## src/rtl/gemm_psum_accumulator.sv

```systemverilog
// Accumulates TILES adder-tree partial sums into one dot product, requantizes it
// to 8 bits with shift+saturate, and queues results in a small FWFT FIFO.
module gemm_psum_accumulator #(
    parameter int unsigned TILES      = 4,
    parameter int unsigned ACC_W      = 32,
    parameter int unsigned FIFO_DEPTH = 4
) (
    input  logic             clk,
    input  logic             rst_n,
    input  logic             psum_valid,
    output logic             psum_ready,
    input  logic [17:0]      psum_data,
    input  logic [4:0]       shift,
    output logic             out_valid,
    input  logic             out_ready,
    output logic [ACC_W-1:0] out_acc,
    output logic [7:0]       out_q,
    output logic             out_sat
);

    localparam int unsigned CNT_W   = $clog2(TILES);
    localparam int unsigned PTR_W   = $clog2(FIFO_DEPTH);
    localparam int unsigned FCNT_W  = PTR_W + 1;
    localparam int unsigned OCC_W   = FCNT_W + 1;
    localparam int unsigned SHIFT_W = 5;
    localparam int unsigned Q_W     = 8;

    typedef struct packed {
        logic [ACC_W-1:0] acc;
        logic [Q_W-1:0]   q;
        logic             sat;
    } result_t;

    logic [CNT_W-1:0]   tile_cnt;
    logic [ACC_W-1:0]   acc;
    logic [SHIFT_W-1:0] shift_r;
    logic               s1_valid;
    logic [ACC_W-1:0]   s1_sum;
    logic [SHIFT_W-1:0] s1_shift;

    result_t            mem [FIFO_DEPTH];
    logic [PTR_W-1:0]   wr_ptr;
    logic [PTR_W-1:0]   rd_ptr;
    logic [FCNT_W-1:0]  fifo_count;

    logic               last_tile_c;
    logic               accept_c;
    logic               push_c;
    logic               pop_c;
    logic [ACC_W-1:0]   psum_ext_c;
    logic [ACC_W-1:0]   sum_c;
    logic [OCC_W-1:0]   occupancy_c;
    logic [ACC_W-1:0]   q_full_c;
    result_t            wr_data_c;
    result_t            head_c;

    // Ready depends only on registered occupancy, never on out_ready.
    assign last_tile_c = (tile_cnt == CNT_W'(TILES - 1));
    assign occupancy_c = OCC_W'(fifo_count) + OCC_W'(s1_valid);
    assign psum_ready  = rst_n && (!last_tile_c || (occupancy_c < OCC_W'(FIFO_DEPTH)));
    assign accept_c    = psum_valid && psum_ready;
    assign psum_ext_c  = ACC_W'(psum_data);
    assign sum_c       = (tile_cnt == '0) ? psum_ext_c : acc + psum_ext_c;

    // Tile counter, running sum and per-group shift capture.
    always_ff @(posedge clk) begin
        if (!rst_n) begin
            tile_cnt <= '0;
            acc      <= '0;
            shift_r  <= '0;
            s1_valid <= 1'b0;
            s1_sum   <= '0;
            s1_shift <= '0;
        end else begin
            s1_valid <= accept_c && last_tile_c;
            if (accept_c) begin
                acc      <= sum_c;
                tile_cnt <= last_tile_c ? '0 : tile_cnt + CNT_W'(1);
                if (tile_cnt == '0) begin
                    shift_r <= shift;
                end
                if (last_tile_c) begin
                    s1_sum   <= sum_c;
                    s1_shift <= shift_r;
                end
            end
        end
    end

    // Requantize the S1 result: right shift, clip to 255.
    always_comb begin
        wr_data_c     = '0;
        q_full_c      = s1_sum >> s1_shift;
        wr_data_c.acc = s1_sum;
        wr_data_c.sat = |q_full_c[ACC_W-1:Q_W];
        wr_data_c.q   = wr_data_c.sat ? '1 : q_full_c[Q_W-1:0];
    end

    assign push_c = s1_valid;
    assign pop_c  = out_valid && out_ready;

    always_ff @(posedge clk) begin
        if (push_c) begin
            mem[wr_ptr] <= wr_data_c;
        end
    end

    always_ff @(posedge clk) begin
        if (!rst_n) begin
            wr_ptr     <= '0;
            rd_ptr     <= '0;
            fifo_count <= '0;
        end else begin
            if (push_c) begin
                wr_ptr <= wr_ptr + PTR_W'(1);
            end
            if (pop_c) begin
                rd_ptr <= rd_ptr + PTR_W'(1);
            end
            case ({push_c, pop_c})
                2'b10:   fifo_count <= fifo_count + FCNT_W'(1);
                2'b01:   fifo_count <= fifo_count - FCNT_W'(1);
                default: fifo_count <= fifo_count;
            endcase
        end
    end

    // Head fields read as zero while the FIFO is empty.
    assign out_valid = (fifo_count != '0);
    assign head_c    = out_valid ? mem[rd_ptr] : '0;
    assign out_acc   = head_c.acc;
    assign out_q     = head_c.q;
    assign out_sat   = head_c.sat;

endmodule

```

## config.mk

```make
export PLATFORM = sky130hd
export DESIGN_NAME = gemm_psum_accumulator
export DESIGN_NICKNAME = d
export VERILOG_FILES = /design/src/rtl/gemm_psum_accumulator.sv
export SDC_FILE = /design/constraint.sdc
export NUM_CORES = 1
export LEC_CHECK = 0
export CAP_MARGIN = 5
export CORE_MARGIN = 5
export CORE_UTILIZATION = 42
export CTS_CLUSTER_SIZE = 16
export DETAILED_ROUTE_END_ITERATION = 10
export PLACE_DENSITY = 0.55
export RECOVER_POWER = 50
export SLEW_MARGIN = 30
export SYNTH_ARGS = -nofsm -noshare
export SYNTH_HDL_FRONTEND = slang
export SYNTH_SLANG_ARGS = --single-unit
```

## constraint.sdc

```tcl
create_clock -name clk -period 4 [get_ports clk]
set_clock_uncertainty 0.15 [all_clocks]
set_input_delay 0.6 -clock clk [delete_from_list [all_inputs] [get_ports clk]]
set_output_delay 0.6 -clock clk [all_outputs]
set_load 0.02 [all_outputs]
```

* Word-level counts from Yosys, hierarchy flattened *
Memories as Yosys holds them, arrays and structs flattened. A register that Yosys moved wholly into a read port is not among the register bits.
Index checks and enable logic that the tools add are counted.

word-level totals
  register bits = 84
  bits in latches = 0
  RAM bits = 164
  bits in read-only memories = 0
  output and inout port bits = 43
  word-level logic and storage cells = 43
  memories = 1

memories
  memory  words  bits a word  rd ports  clocked after Yosys merged registers in  wr ports  line  text
  mem     4      41           1         1                                        1         41    result_t mem [FIFO_DEPTH];

cells by class
  add/subtract/negate cells = 7
  multipliers = 0
  divide/modulo/power cells = 0
  magnitude comparators = 1
  equal/unequal tests = 3
  shifts and indexed selects = 1
  muxes and demuxes = 9
  bitwise logic cells = 0
  reductions and logical operators = 12

operators by type and width
  operator                                                     number
  two-way mux 41 bit                                           1
  adder 32 x 18 -> 32 bit                                      1
  two-way mux 32 bit                                           1
  right shift 32 x 5 -> 32 bit                                 1
  OR reduction 24 bit                                          1
  two-way mux 8 bit                                            1
  adder 2 x 1 -> 2 bit (second input constant)                 3
  two-way mux 2 bit                                            3
  case mux 3 bit (2 select lines)                              1
  adder 3 x 1 -> 4 bit                                         1
  == test 2 bit (second input constant)                        2
  logical AND 1 bit                                            4
  less-than comparator 4 x 3 -> 1 bit (second input constant)  1
  AND reduction 2 bit                                          2
  adder 3 x 1 -> 3 bit (second input constant)                 1
  nonzero test 3 bit                                           1
  subtractor 3 x 1 -> 3 bit (second input constant)            1
  == test 2 x 1 -> 1 bit (second input constant)               1
  logical NOT 2 bit                                            1
  two-way mux 1 bit                                            2
  nonzero test 2 bit                                           1
  logical NOT 1 bit                                            1
  logical OR 1 bit                                             1

* Logic depth before layout (Yosys ltp) *
  depth in word-level cells = 6
  depth in mapped cells = 11

* Worst setup path after synthesis *
No wires, ideal clock.

  kind = input-to-reg
  from = input port psum_data[0]
  to = register s1_sum[20]
  data arrival time = 2.713 ns
  setup slack = 1.012 ns
  stages = 9
  cell sequence = ha_1 fa_1 a211oi_2 o21ai_1 and3_1 o31ai_4 a211oi_1 xnor2_1 o21ai_1

between the ends
  word-level cells in the longest chain between the ends = 2

ends and longest elaborated chain
  item                     line  text
  from (decl)              12    input logic [17:0] psum_data,
  adder 32 x 18 -> 32 bit  63    assign sum_c = (tile_cnt == '0) ? psum_ext_c : acc + psum_ext_c;
  two-way mux 32 bit       63
  to (signal assigned)     83    s1_sum <= sum_c;
  to (decl)                38    logic [ACC_W-1:0] s1_sum;

Every way passes these cells.
A chain may end at the register's enable or synchronous reset.

* Worst setup path after layout *
  from = register wr_ptr[0]
  to = memory mem[2][26] (netlist name), enable pin

RTL lines
  item                    line  text
  from (decl)             42    logic [PTR_W-1:0] wr_ptr;
  from (signal assigned)  115   wr_ptr <= wr_ptr + PTR_W'(1);
  to (decl)               41

No word-level cell before the write port.

==> metrics.md <==
| Metric | Value |
|---|---|
| Yosys warns | 0 |
| Buf/Inv on CP | 2 |
| Worst-path cell chain | inv_1 -> ha_1 -> and2_0 -> buf_4 |
| Syn Inst Count | 1059 |
| Worst VDD drop | 0.2661 mV |
| Final worst setup slack | 0.5702 ns |
| Met2 usage | 27.38% |
| CTS tree | built |
| Register area share after synthesis | 52.91% |
| TritonRoute pass-1 iters | 4 |
| P_sw | 1.372 mW |
| Slew Viols, Final | 90 |
| Critical path arrival | 3.51 ns |
| Grt met1 use | 24.26% |
| CP max stage delay | 1.96 ns |
| Die W | 182.9 um |
| Fillcell total | 2666 |
| FF+latch area | 0.006651 mm2 |
| Logic pwr share | 10.4% |
| Core area | 0.02956 mm2 |
| Layout cells sized above 1 | 12.88% |
| Total power | 5.881 mW |
| Max Cap Viol | 3 |
| Clock power share | 41.6% |
| Slew HR | -81.23% |
| Leakage power | 4.873 nW |
| Top_reg_cell synth | edfxtp_1 |
| CP endpoint kind | register |
| Status | complete, but fails checks |
| Asr flop ratio synth | 0% |
| Syn nets | 1113 |
| CTS clk-pin slew, worst paths | 0.06 ns |
| Clk Latency, worst-skew pair | 0.53 ns |
| First-pass GRT wire length | 45.65 mm |
| Fin crit period | 3.430 ns |
| Residual DRC | 0 |
| Routability cong. | 0.8690 |
| Total gr overflow | 0 |
| Largest net degree at the start of global routing | 50 |
| Met3 GRT Util | 2.122% |
| Unrepaired setup endpoints after global routing | no |
| Yosys top cell by area | edfxtp_1 |
| Area of the mapped netlist | 0.01256 mm2 |
| Pre-CTS WS | 0.3587 ns |
| Synth top area share | 39.21% |
| Hold_buf cts | 0 |
| Post-route ant nets | 0 |
| H-Tree Depth | 1 |
| Gr usage total | 16.67% |
| #FFs+latches synth | 250 |
| # rows | 63 |
| Inserted Diodes | 0 |
| Vias | 8372 |
| Routed WL per cell | 18.72 um |
| Worst path required time | 4.08 ns |
| Root buffer cell | clkbuf_16 |
| Routed vias/inst | 5.522 |
| CP startpoint kind | register |
| Multi-input combinational cell area | 0.005480 mm2 |
| Internal | 4.509 mW |
| Hold Path Class | reg -> reg |
| Die ar. | 0.03347 mm2 |
| Synth cell types | 70 |
| Initial Util | 42.49% |
| EDFF count, synth | 164 |
| Top Usage Layer GRT | met2 |
| CTS sink cnt | 250 |
| Power Density | 405.8 mW/mm2 |
| Die H | 182.9 um |
| Crit-path slowest cell | and2_0 |
| Initial antenna violation count | 0 |
| Max Fanout on Critical Path | 36 |
| Syn_area_per_cell | 11.86 um2 |
| CP top delay family | simple AND/OR/NAND/NOR gates |
| Final net count | 1160 |
| Reg power frac | 48.0% |
| Num CTS Buffers | 26 |
| Post-CTS setup buffer count | 0 |
| Final Cycle Share | 85.74% |
| 1st-iter DRT viols | 583 |
| Final Hold Viols | 0 |
| Max Fclk | 0.2916 GHz |
| Failing checks | capacitance limit, slew limit |
| Setup tns final | 0 ns |
| Final setup fails | 0 |
| I/O Pins | 70 |
| Synth area leaders | edfxtp_1 (39%), dfxtp_1 (14%), mux4_2 (10%) |
| Routed WL | 28.39 mm |
| Max Buffers Root-to-Sink | 3 |
| Slew @ Worst Pin | 2.718 ns |
| Number of port buffers | 69 |
| Most frequent cell after synthesis | edfxtp_1 |
| Crit Path Class | reg -> reg |
| Top cells by count, synth | edfxtp_1 (164), dfxtp_1 (86), nand2_1 (82) |
| Post_cts resized | 0 |
| Area growth, synth to finish | 15.37% |
| Sw frac | 23.33% |
| DPL Wire Length | 19.56 mm |
| Number of global-route vias before repair | 8365 |
==> sequential cells by signal, indices dropped and copies added (netlist names), named ones only <==
name / cells
mem: 164
acc: 32
s1_sum: 32
s1_shift: 5
shift_r: 5
fifo_count: 3
rd_ptr: 2
tile_cnt: 2
wr_ptr: 2
push_c: 1
==> final timing paths <==
check             startpoint     endpoint  slack, ns  cells after the start
hold reg to reg   shift_r[1]  s1_shift[1]       0.30                      2
hold / removal    shift_r[1]  s1_shift[1]       0.30                      2
setup reg to reg   wr_ptr[0]   mem[2][26]       0.57                      4
setup / recovery   wr_ptr[0]   mem[2][26]       0.57                      4
==> stage by stage <==
step           utilization [%]  instances  hold WS [ns]  cell area, um2
6_report                 49.02       1516        0.3003           14490
5_1_grt                  49.02       1516        0.3223           14490
4_1_cts                  49.05       1516        0.3037           14500
3_5_place_dp             46.09       1468        0.2951           13620
3_3_place_gp             46.09       1468        0.2909           13620
2_1_floorplan                -       1059        0.2815           12560
==> placed cells by master, fill, tap and decap left out, drive strengths merged, types with 23 or more instances in the layout <==
master | Yosys | final
a21oi | 69 | 69
and2 | 52 | 52
clkbuf | 39 | 37
clkdlybuf4s50 | 0 | 68
dfxtp | 86 | 86
edfxtp | 164 | 164
ha | 25 | 25
inv | 29 | 29
mux2i | 41 | 41
mux4 | 58 | 58
nand2 | 82 | 82
nand3 | 46 | 46
nor2 | 49 | 49
o21ai | 82 | 82
xnor2 | 23 | 23
==> layout make-up <==
class / instances / share of cell area [%]
Clock buffer: 36 / 5.103
Clock inverter: 12 / 0.9238
Inverter: 29 / 0.7512
Multi-Input combinational cell: 708 / 37.82
Sequential cell: 250 / 45.90
Tap cell: 390 / 3.367
Timing Repair Buffer: 91 / 6.139
==> cell families (layout without fill, tap and decap cells) <==
kind of cell / after synthesis / in the layout / synth area share [%]
buffers and inverters: 101 / 168 / 3.476
adders and majority gates: 27 / 27 / 2.809
and+or+nand+nor: 289 / 289 / 11.31
AOI/OAI and AO/OA: 254 / 254 / 12.91
xor gates and xnor gates: 29 / 29 / 2.022
DFF: 250 / 250 / 52.91
muxes: 109 / 109 / 14.56
==> power groups by stage <==
stage	logic, mW	clock network [mW]	registers (mW)
final	0.612	2.44	2.82
after global routing	0.680	2.62	2.83
after CTS	0.613	2.51	2.82
after detailed placement	0.611	0	2.88
after global placement	0.609	0	2.88
after floorplan	0.441	0	2.86
==> worst min-delay path, stage by stage (launching register included) <==
cell	delay [ns]
dfxtp_1	0.31
nand2_1	0.05
a21oi_1	0.05
==> routing by layer <==
layer / share of wire, % / vias to the layer above
met4: 1.0 / 0
met5: 0 / -
met2: 47 / 180
met3: 4.4 / 21
li1: - / 4115
met1: 48 / 4056
Note: power is estimated with default switching activity, not from simulation.
